<file path="src/rtl/sdram_req_arbiter_if.sv">
// Request/response bundle between the CPU bridge, DMA engine, SDRAM controller front end and the arbiter.
// The slave modport is the arbiter's view and the master modport is the surrounding environment.
interface sdram_req_arbiter_if #(
   parameter int ADDR_W = 23,
   parameter int DATA_W = 32
);
   logic              cpu_req_valid;
   logic [ADDR_W-1:0] cpu_req_addr;
   logic              cpu_req_rw;
   logic [DATA_W-1:0] cpu_req_wdata;
   logic              cpu_req_ack;
   logic [DATA_W-1:0] cpu_rsp_rdata;

   logic              dma_req_valid;
   logic [ADDR_W-1:0] dma_req_addr;
   logic              dma_req_rw;
   logic [DATA_W-1:0] dma_req_wdata;
   logic              dma_req_ack;
   logic [DATA_W-1:0] dma_rsp_rdata;

   logic              sdram_req_valid;
   logic [ADDR_W-1:0] sdram_req_addr;
   logic              sdram_req_rw;
   logic [DATA_W-1:0] sdram_req_wdata;
   logic              sdram_req_ready;
   logic              sdram_rsp_valid;
   logic [DATA_W-1:0] sdram_rsp_rdata;
   logic              timeout_o;

   modport slave (
      input  cpu_req_valid, cpu_req_addr, cpu_req_rw, cpu_req_wdata,
      output cpu_req_ack, cpu_rsp_rdata,
      input  dma_req_valid, dma_req_addr, dma_req_rw, dma_req_wdata,
      output dma_req_ack, dma_rsp_rdata,
      output sdram_req_valid, sdram_req_addr, sdram_req_rw, sdram_req_wdata,
      input  sdram_req_ready, sdram_rsp_valid, sdram_rsp_rdata,
      output timeout_o
   );

   modport master (
      output cpu_req_valid, cpu_req_addr, cpu_req_rw, cpu_req_wdata,
      input  cpu_req_ack, cpu_rsp_rdata,
      output dma_req_valid, dma_req_addr, dma_req_rw, dma_req_wdata,
      input  dma_req_ack, dma_rsp_rdata,
      input  sdram_req_valid, sdram_req_addr, sdram_req_rw, sdram_req_wdata,
      output sdram_req_ready, sdram_rsp_valid, sdram_rsp_rdata,
      input  timeout_o
   );
endinterface

</file>
<file path="src/rtl/sdram_req_arbiter.sv">
// CPU/DMA arbiter for the single SDRAM request port: one transaction in flight, bounded read wait.
// Define SDRAM_ARB_CPU_PRIO_EN for fixed CPU priority on ties; the default is round-robin.
module sdram_req_arbiter #(
   parameter int ADDR_W      = 23,
   parameter int DATA_W      = 32,
   parameter int TIMEOUT_CYC = 255
) (
   input logic                 wb_clk_i,
   input logic                 wb_rst_ni,
   sdram_req_arbiter_if.slave  bus
);
   typedef enum logic [1:0] {IDLE, ISSUE, WAIT_RSP, ACK} state_t;

   localparam logic CPU   = 1'b0;
   localparam logic DMA   = 1'b1;
   localparam int   CNT_W = (TIMEOUT_CYC > 1) ? $clog2(TIMEOUT_CYC + 1) : 1;

   state_t            state, state_nxt;
   logic              owner, grant, pick, cpu_v, dma_v, to_hit;
   logic              mask_cpu, mask_dma, to_flag;
   logic              req_valid_q, req_rw_q;
   logic [ADDR_W-1:0] req_addr_q;
   logic [DATA_W-1:0] req_wdata_q, rdata_q;
   logic [CNT_W-1:0]  cnt;
   logic              ack_cpu, ack_dma;

   // The requester just served is ignored for one IDLE cycle while its valid falls.
   assign cpu_v  = bus.cpu_req_valid & ~mask_cpu;
   assign dma_v  = bus.dma_req_valid & ~mask_dma;
   assign to_hit = (TIMEOUT_CYC != 0) && (int'(cnt) == TIMEOUT_CYC - 1);

`ifdef SDRAM_ARB_CPU_PRIO_EN
   assign pick = cpu_v ? CPU : DMA;
`else
   logic last_grant;

   assign pick = (cpu_v && dma_v) ? ~last_grant : (cpu_v ? CPU : DMA);

   always_ff @(posedge wb_clk_i or negedge wb_rst_ni)
      if (!wb_rst_ni)  last_grant <= DMA;
      else if (grant)  last_grant <= pick;
`endif

   always_ff @(posedge wb_clk_i or negedge wb_rst_ni)
      if (!wb_rst_ni) state <= IDLE;
      else            state <= state_nxt;

   always_comb begin
      state_nxt = state;
      grant     = 1'b0;
      case (state)
         IDLE:     if (cpu_v || dma_v) begin
                      grant     = 1'b1;
                      state_nxt = ISSUE;
                   end
         ISSUE:    if (bus.sdram_req_ready) state_nxt = req_rw_q ? ACK : WAIT_RSP;
         WAIT_RSP: if (bus.sdram_rsp_valid || to_hit) state_nxt = ACK;
         ACK:      state_nxt = IDLE;
         default:  state_nxt = IDLE;
      endcase
   end

   always_ff @(posedge wb_clk_i or negedge wb_rst_ni)
      if (!wb_rst_ni) begin
         owner       <= CPU;
         req_valid_q <= 1'b0;
         req_rw_q    <= 1'b0;
         req_addr_q  <= '0;
         req_wdata_q <= '0;
         rdata_q     <= '0;
         to_flag     <= 1'b0;
         cnt         <= '0;
         mask_cpu    <= 1'b0;
         mask_dma    <= 1'b0;
      end else begin
         if (grant) begin
            owner       <= pick;
            req_valid_q <= 1'b1;
            req_rw_q    <= pick ? bus.dma_req_rw    : bus.cpu_req_rw;
            req_addr_q  <= pick ? bus.dma_req_addr  : bus.cpu_req_addr;
            req_wdata_q <= pick ? bus.dma_req_wdata : bus.cpu_req_wdata;
            rdata_q     <= '0;
            to_flag     <= 1'b0;
         end
         if (state == ISSUE && bus.sdram_req_ready) begin
            req_valid_q <= 1'b0;
            cnt         <= '0;
         end
         // A response landing on the timeout cycle still wins.
         if (state == WAIT_RSP) begin
            if (bus.sdram_rsp_valid) rdata_q <= bus.sdram_rsp_rdata;
            else if (to_hit) begin
               rdata_q <= DATA_W'(32'hDEAD_BEEF);
               to_flag <= 1'b1;
            end else cnt <= cnt + CNT_W'(1);
         end
         if (state == ACK) begin
            mask_cpu <= (owner == CPU);
            mask_dma <= (owner == DMA);
         end else if (state == IDLE) begin
            mask_cpu <= 1'b0;
            mask_dma <= 1'b0;
         end
      end

   assign ack_cpu = (state == ACK) && (owner == CPU);
   assign ack_dma = (state == ACK) && (owner == DMA);

   assign bus.cpu_req_ack     = ack_cpu;
   assign bus.dma_req_ack     = ack_dma;
   assign bus.cpu_rsp_rdata   = ack_cpu ? rdata_q : '0;
   assign bus.dma_rsp_rdata   = ack_dma ? rdata_q : '0;
   assign bus.timeout_o       = (state == ACK) && to_flag;
   assign bus.sdram_req_valid = req_valid_q;
   assign bus.sdram_req_addr  = req_addr_q;
   assign bus.sdram_req_rw    = req_rw_q;
   assign bus.sdram_req_wdata = req_wdata_q;
endmodule

</file>
<file path="src/flat_wrapper.sv">
// flat-port wrapper written by rule: the top's interface ports become plain ports
module sdram_req_arbiter_flat 
#(
   parameter int ADDR_W      = 23,
   parameter int DATA_W      = 32,
   parameter int TIMEOUT_CYC = 255
)
  (wb_clk_i, wb_rst_ni, bus_cpu_req_valid, bus_cpu_req_addr, bus_cpu_req_rw, bus_cpu_req_wdata, bus_cpu_req_ack, bus_cpu_rsp_rdata, bus_dma_req_valid, bus_dma_req_addr, bus_dma_req_rw, bus_dma_req_wdata, bus_dma_req_ack, bus_dma_rsp_rdata, bus_sdram_req_valid, bus_sdram_req_addr, bus_sdram_req_rw, bus_sdram_req_wdata, bus_sdram_req_ready, bus_sdram_rsp_valid, bus_sdram_rsp_rdata, bus_timeout_o);
  sdram_req_arbiter_if #(.ADDR_W(ADDR_W), .DATA_W(DATA_W)) bus_i ();
  input logic wb_clk_i;
  input logic wb_rst_ni;
  input wire logic [$bits(bus_i.cpu_req_valid)-1:0] bus_cpu_req_valid;
  input wire logic [$bits(bus_i.cpu_req_addr)-1:0] bus_cpu_req_addr;
  input wire logic [$bits(bus_i.cpu_req_rw)-1:0] bus_cpu_req_rw;
  input wire logic [$bits(bus_i.cpu_req_wdata)-1:0] bus_cpu_req_wdata;
  output wire logic [$bits(bus_i.cpu_req_ack)-1:0] bus_cpu_req_ack;
  output wire logic [$bits(bus_i.cpu_rsp_rdata)-1:0] bus_cpu_rsp_rdata;
  input wire logic [$bits(bus_i.dma_req_valid)-1:0] bus_dma_req_valid;
  input wire logic [$bits(bus_i.dma_req_addr)-1:0] bus_dma_req_addr;
  input wire logic [$bits(bus_i.dma_req_rw)-1:0] bus_dma_req_rw;
  input wire logic [$bits(bus_i.dma_req_wdata)-1:0] bus_dma_req_wdata;
  output wire logic [$bits(bus_i.dma_req_ack)-1:0] bus_dma_req_ack;
  output wire logic [$bits(bus_i.dma_rsp_rdata)-1:0] bus_dma_rsp_rdata;
  output wire logic [$bits(bus_i.sdram_req_valid)-1:0] bus_sdram_req_valid;
  output wire logic [$bits(bus_i.sdram_req_addr)-1:0] bus_sdram_req_addr;
  output wire logic [$bits(bus_i.sdram_req_rw)-1:0] bus_sdram_req_rw;
  output wire logic [$bits(bus_i.sdram_req_wdata)-1:0] bus_sdram_req_wdata;
  input wire logic [$bits(bus_i.sdram_req_ready)-1:0] bus_sdram_req_ready;
  input wire logic [$bits(bus_i.sdram_rsp_valid)-1:0] bus_sdram_rsp_valid;
  input wire logic [$bits(bus_i.sdram_rsp_rdata)-1:0] bus_sdram_rsp_rdata;
  output wire logic [$bits(bus_i.timeout_o)-1:0] bus_timeout_o;
  assign bus_i.cpu_req_valid = bus_cpu_req_valid;
  assign bus_i.cpu_req_addr = bus_cpu_req_addr;
  assign bus_i.cpu_req_rw = bus_cpu_req_rw;
  assign bus_i.cpu_req_wdata = bus_cpu_req_wdata;
  assign bus_cpu_req_ack = bus_i.cpu_req_ack;
  assign bus_cpu_rsp_rdata = bus_i.cpu_rsp_rdata;
  assign bus_i.dma_req_valid = bus_dma_req_valid;
  assign bus_i.dma_req_addr = bus_dma_req_addr;
  assign bus_i.dma_req_rw = bus_dma_req_rw;
  assign bus_i.dma_req_wdata = bus_dma_req_wdata;
  assign bus_dma_req_ack = bus_i.dma_req_ack;
  assign bus_dma_rsp_rdata = bus_i.dma_rsp_rdata;
  assign bus_sdram_req_valid = bus_i.sdram_req_valid;
  assign bus_sdram_req_addr = bus_i.sdram_req_addr;
  assign bus_sdram_req_rw = bus_i.sdram_req_rw;
  assign bus_sdram_req_wdata = bus_i.sdram_req_wdata;
  assign bus_i.sdram_req_ready = bus_sdram_req_ready;
  assign bus_i.sdram_rsp_valid = bus_sdram_rsp_valid;
  assign bus_i.sdram_rsp_rdata = bus_sdram_rsp_rdata;
  assign bus_timeout_o = bus_i.timeout_o;
  sdram_req_arbiter #(.ADDR_W(ADDR_W), .DATA_W(DATA_W), .TIMEOUT_CYC(TIMEOUT_CYC)) u_core (.wb_clk_i(wb_clk_i), .wb_rst_ni(wb_rst_ni), .bus(bus_i));
endmodule
</file>
<file path="config.mk">
export PLATFORM = sky130hd
export DESIGN_NAME = sdram_req_arbiter_flat
export DESIGN_NICKNAME = d
export VERILOG_FILES = /design/src/rtl/sdram_req_arbiter_if.sv /design/src/rtl/sdram_req_arbiter.sv /design/src/flat_wrapper.sv
export SDC_FILE = /design/constraint.sdc
export NUM_CORES = 1
export LEC_CHECK = 0
export CORE_UTILIZATION = 41
export CTS_BUF_LIST = sky130_fd_sc_hd__clkbuf_4
export DETAILED_ROUTE_END_ITERATION = 10
export PLACE_DENSITY = 0.83
export SKIP_LAST_GASP = 1
export SYNTH_ARGS = -nofsm -noshare
export SYNTH_HDL_FRONTEND = slang
export SYNTH_SLANG_ARGS = --single-unit
export TNS_END_PERCENT = 10
</file>
<file path="constraint.sdc">
create_clock -name wb_clk_i -period 2.5 [get_ports wb_clk_i]
set_clock_uncertainty 0.2 [all_clocks]
set_input_delay 0.5 -clock wb_clk_i [delete_from_list [all_inputs] [get_ports wb_clk_i]]
set_output_delay 0.5 -clock wb_clk_i [all_outputs]
set_load 0.1 [all_outputs]
</file>
== Word-level counts from Yosys, hierarchy flattened ==
Index checks and enable logic that the tools add are counted.

* Bits in registers: 104
* Latch bits: 0
* RAM bits: 0
* Memory bits (read-only): 0
* Output and inout port bits: 124
* Memories: 0

* Add/sub/neg operators: 1
* Multipliers: 0
* Div/mod/pow operators: 0
* Order comparisons: 0
* Equality and inequality tests: 7
* Shifts and indexed selects: 0
* Muxes and demuxes: 31
* Bitwise gates (word level): 6
* Reductions and logical operators: 11

{| class="wikitable"
|+ Operators with widths
! kind !! count
|-
| $mux 32 || 7
|-
| $mux 8 || 4
|-
| $mux 23 || 1
|-
| $mux 1 || 15
|-
| $add 8x1->8 const B || 1
|-
| $eq 8x2->1 const B || 1
|-
| $pmux 2 s4 || 1
|-
| $mux 2 || 3
|-
| $logic_and 1x1->1 || 5
|-
| $eq 2x2->1 const B || 2
|-
| $ne 2x1->1 const B || 2
|-
| $not 1->1 || 4
|-
| $reduce_bool 2->1 || 2
|-
| $reduce_and 3->1 || 1
|-
| $and 1x1->1 || 2
|-
| $eq 2x1->1 const B || 1
|-
| $logic_not 2->1 || 1
|-
| $logic_or 1x1->1 || 2
|-
| $ne 2x2->1 const B || 1
|}

== Depth between registers and ports, before layout ==
* Depth in word-level cells: 9
* Depth in mapped cells: 8

== Worst setup path after synthesis ==
No wires, ideal clock.

* Path kind: reg-to-output
* Start: register u_core.state[1]
* End: output port bus_cpu_rsp_rdata[22]
* Data arrival time: 2.779 ns
* Data required time: 1.800 ns
* Setup slack: -0.979 ns
* Stages on the path, launching flop included: 5
* Path buffers: 1
* Path through: dfrtp_1 -> ha_1 -> nor2b_1 -> clkbuf_1 -> and2_1

* Word-level cells in the longest chain between the ends: 3

{| class="wikitable"
|+ RTL lines
! item !! line !! source
|-
| start: declaration || sdram_req_arbiter.sv:18 || <nowiki>state_t state, state_nxt;</nowiki>
|-
| start signal: assignment || sdram_req_arbiter.sv:46 || <nowiki>else state <= state_nxt;</nowiki>
|-
| $eq 2x2->1 || sdram_req_arbiter.sv:106 || <nowiki>assign ack_cpu = (state == ACK) && (owner == CPU);</nowiki>
|-
| $logic_and 1x1->1 || sdram_req_arbiter.sv:106 ||
|-
| via bus_cpu_req_ack || flat_wrapper.sv:16 || <nowiki>output wire logic [$bits(bus_i.cpu_req_ack)-1:0] bus_cpu_req_ack;</nowiki>
|-
| $mux 32 || sdram_req_arbiter.sv:111 || <nowiki>assign bus.cpu_rsp_rdata = ack_cpu ? rdata_q : '0;</nowiki>
|-
| end: declaration || flat_wrapper.sv:17 || <nowiki>output wire logic [$bits(bus_i.cpu_rsp_rdata)-1:0] bus_cpu_rsp_rdata;</nowiki>
|}

The timed path passes the listed nets, and every way through them passes these cells.

== Final worst setup path ==
* Start: register u_core.state[0]
* End: output port bus_dma_rsp_rdata[3]

* Word-level cells in the longest chain between the ends: 3

{| class="wikitable"
|+ RTL lines
! item !! line !! source
|-
| $eq 2x2->1 || sdram_req_arbiter.sv:107 || <nowiki>assign ack_dma = (state == ACK) && (owner == DMA);</nowiki>
|-
| $logic_and 1x1->1 || sdram_req_arbiter.sv:107 ||
|-
| $mux 32 || sdram_req_arbiter.sv:112 || <nowiki>assign bus.dma_rsp_rdata = ack_dma ? rdata_q : '0;</nowiki>
|-
| end: declaration || flat_wrapper.sv:23 || <nowiki>output wire logic [$bits(bus_i.dma_rsp_rdata)-1:0] bus_dma_rsp_rdata;</nowiki>
|}

No other way between the ends.

==> summary.md <==
| Metric | Value |
|---|---|
| Synth Register Bits | roughly 100 |
| Xor/xnor cell area share of the yosys netlist | less than 1% |
| Clk buf depth | 2 |
| CP delay by family, top | buffers and inverters |
| Core Footprint | 12200 sq um |
| Maximum vdd drop | about 1.2 mV |
| Share of synthesized registers carrying an async set or reset | between 90% and 100% |
| Setup crit end kind | output pin |
| Via density | between 5 and 6 |
| CTS Buf Count | 9 |
| Gpl congestion | 0.810 |
| Clk_lat worst skew | ~450 ps |
| Fillers | roughly 900 |
| Fin cells | 970 |
| All-layer global routing usage | 24.2% |
| Worst-margin pin slew | roughly 670 ps |
| H-Tree Level Count | 3 |
| Synth warn | 0 |
| Crit path cell chain | ha_1 -> buf_4 -> and3_1 -> buf_12 |
| Synth Area per Inst | around 9.8 sq um |
| Sequential share of power | a little under a quarter |
| Crit path buffers/inverters | 2 |
| Pre-CTS WS | ~130 ps |
| Final setup TNS | 0 ps |
| Synth Area in Adders | under 10% |
| Crit path kind | reg2out |
| Area of the mapped netlist | 5200 sq um |
| Post-layout minimum cycle time | 2470 ps |
| Compound-Gate Fraction of Synth Area | a little over an eighth |
| Combinational share of power | between 70% and 80% |
| DRC Markers | 0 |
| Period utilisation layout | 98.7% |
| Pins over their slew limit | 0 |
| Final worst slack | approximately 32 ps |
| PortBufs | roughly 270 |
| Placed Cells | between 900 and 1000 |
| Clk root buf | clkbuf_4 |
| PwrDens | between 1000 and 1500 nW/um^2 |
| Switching part of the total | a little under 60% |
| Die Y | 115 um |
| Ant. Diodes | 0 |
| CTS Sinks | approximately 100 |
| Total gr overflow | 0 |
| Initial Util | between 40% and 50% |
| Switching Power | around 0.0074 W |
| Design area | 8840 sq um |
| Post-route ant nets | 0 |
| Static leakage | ~4.1 nW |
| EDFF count, synth | 0 |
| Rows | 40 |
| Final setup fails | 0 |
| Most common flop cell mapped by yosys | dfrtp_1 |
| Clk pwr share | about 6.2% |
| Req. time, crit path | about 1800 ps |
| RSZ-0062 raised after global routing | yes |
| Hold Crit Class | reg2reg |
| Area grow syn2layout | 70.1% |
| Drt total wl | approximately 16000 um |
| Multiplexer share of the synthesized area | between 10 and 15% |
| Cells after synthesis | between 500 and 600 |
| Max Clk Rate | roughly 400 MHz |
| Crit-path max FO | 34 |
| Worst setup SP type | register |
| Sequential area share after synthesis | between 50% and 60% |
| Dpl cell area | around 8700 sq um |
| IO Pins | roughly 270 |
| Internal Pwr Total | between 0.005 and 0.006 W |
| Clock-pin slew on the worst setup and hold paths | ~160 ps |
| Unique masters post-synth | 46 |
| Total power | between 0.01 and 0.015 W |
| Vias after detailed routing | about 4900 |
| Detailed placer's ending HPWL | 12300 um |
| Biggest cell delay along the critical path | a little under 400 ps |
| Drt first pass iters | 4 |
| Die Span X | 115 um |
| Die area | between 10000 and 15000 sq um |
| Antenna violations before repair | 0 |
| Hold Vio Cnt, Final | 0 |
| Critical path's slowest cell | dfrtp_1 |
| Syn_nets | 685 |
| Share of cells above drive strength 1 | a little under a quarter |
| Largest net degree at the start of global routing | a little under 70 |
| First-pass GRT wire length | 24600 um |
| 1st-iter DRT viols | roughly 200 |
| Largest family of logic cells by synthesized area | simple AND/OR/NAND/NOR gates |
| Crit path DAT | about 1800 ps |
| Slew headroom | about 55% |
| Nets | 953 |
| CTS tree | yes |
| Status | completed |
| FF-to-FF setup slack | approximately 290 ps |
| Vias in the first global route | 5018 |
| Routed len/inst | roughly 16 um |
| Max-cap viol count | 0 |
| Area share of and/or/nand/nor cells after synthesis | approximately a fifth |
-- sequential cells by signal, summed over array words and instances (netlist names) --
name,flops
u_core.cnt,8
u_core.owner,1
u_core.state,2
u_core.bus.sdram_req_wdata,32
u_core.bus.sdram_req_rw,1
u_core.rdata_q,32
u_core.bus.sdram_req_valid,1
u_core.to_flag,1
u_core.last_grant,1
u_core.bus.sdram_req_addr,23
u_core.mask_cpu,1
u_core.mask_dma,1
-- cell usage after synthesis, types with 4 or more instances --
| cell type | number | area [sq um] |
|---|---|---|
| nand3_1 | 8 | 40.0 |
| inv_1 | 4 | 15.0 |
| o21ai_0 | 42 | 210 |
| dfrtp_1 | 103 | 2580 |
| and3_1 | 32 | 200 |
| o21ai_1 | 20 | 100 |
| a21oi_1 | 29 | 145 |
| mux2i_1 | 56 | 561 |
| nand2_1 | 84 | 315 |
| ha_1 | 6 | 75.1 |
| and2_1 | 36 | 225 |
| buf_4 | 6 | 45.0 |
| buf_6 | 4 | 45.0 |
| nor2_1 | 28 | 105 |
| clkbuf_1 | 21 | 78.8 |
| a32o_1 | 8 | 80.1 |
| buf_2 | 6 | 30.0 |
-- worst paths after layout --
check / start / end / cells past startpoint
worst max-delay path: u_core.state[0] / bus_dma_rsp_rdata[3] / 4
worst min-delay path: u_core.bus.sdram_req_wdata[13] / u_core.bus.sdram_req_wdata[13] / 2
worst max register to register: u_core.state[0] / u_core.cnt[2] / 7
worst min register to register: u_core.bus.sdram_req_wdata[13] / u_core.bus.sdram_req_wdata[13] / 2
max in group asynchronous: wb_rst_ni / u_core.rdata_q[27] / 3
min in group asynchronous: wb_rst_ni / u_core.mask_cpu / 2
-- what timing repair did --
action / in CTS / in global routing
gates cloned: 0 / 1
hold buffers: 1 / 0
gates resized for setup: 3 / 9
endpoints found under the hold margin: 29 / 0
endpoints found under the setup margin: 64 / 64
setup buffers: 2 / 0
-- power groups by stage --
stage | Sequential, W | Clock, W | Combinational (W)
3_5_place_dp | 0.00295 | 0 | 0.00887
5_1_grt | 0.00303 | 0.000868 | 0.00928
3_3_place_gp | 0.00292 | 0 | 0.00871
2_1_floorplan | 0.00602 | 0 | 0.00334
4_1_cts | 0.00292 | 0.000801 | 0.00890
6_report | 0.00293 | 0.000776 | 0.00888
-- area by class of cell --
class / count / area (sq um) / share of cell area [%]
Tap cell: 168 / 210 / 2.38
Clock buffer: 12 / 90.1 / 1.02
Sequential cell: 104 / 2600 / 29.5
Inverter: 4 / 15.0 / 0.170
Multi-Input combinational cell: 382 / 2400 / 27.2
Clock inverter: 4 / 23.8 / 0.269
Timing Repair Buffer: 296 / 3490 / 39.5
-- through the flow --
step	util [%]	hold WS [ps]
finish	72.7	306
CTS	72.5	312
global placement	71.2	265
global route	72.7	333
detailed placement	71.2	269
floorplan	-	4.41
-- logic make-up after synthesis --
group | count (synthesis)
simple gates | 201
compound gates | 114
flops | 104
mux | 59
buf+inv | 43
fa+ha+maj | 6
xor+xnor | 2
-- worst reg2reg max path: stages (launching register included) --
cell and delay, ps:
dfrtp_1 420, buf_4 140, inv_1 120, ha_1 230, nor2b_1 280, o21ai_4 200
and2_1 230, a211o_1 300
-- cells in the final DEF, fill, tap and decap left out, types with 8 or more instances in the layout --
cell type	instances
a21oi_1	29
o21ai_0	42
dfrtp_1	103
buf_12	71
buf_4	73
nor2_1	28
and2_2	8
and2_1	21
o21ai_1	20
a32o_1	8
and3_1	32
nand3_1	8
mux2i_1	56
nand2_1	84
clkbuf_4	12
clkdlybuf4s50_1	148
-- routing by layer --
| metal | up-vias | global-route usage [%] | wire (um) |
|---|---|---|---|
| met5 | - | 0 | 0 |
| met2 | 208 | 44.0 | 8100 |
| met1 | 2320 | 25.9 | 5910 |
| li1 | 2347 | - | - |
| met3 | 39 | 5.98 | 1070 |
| met4 | 0 | 12.6 | 542 |
No activity file was read; power rests on OpenSTA's default activity.
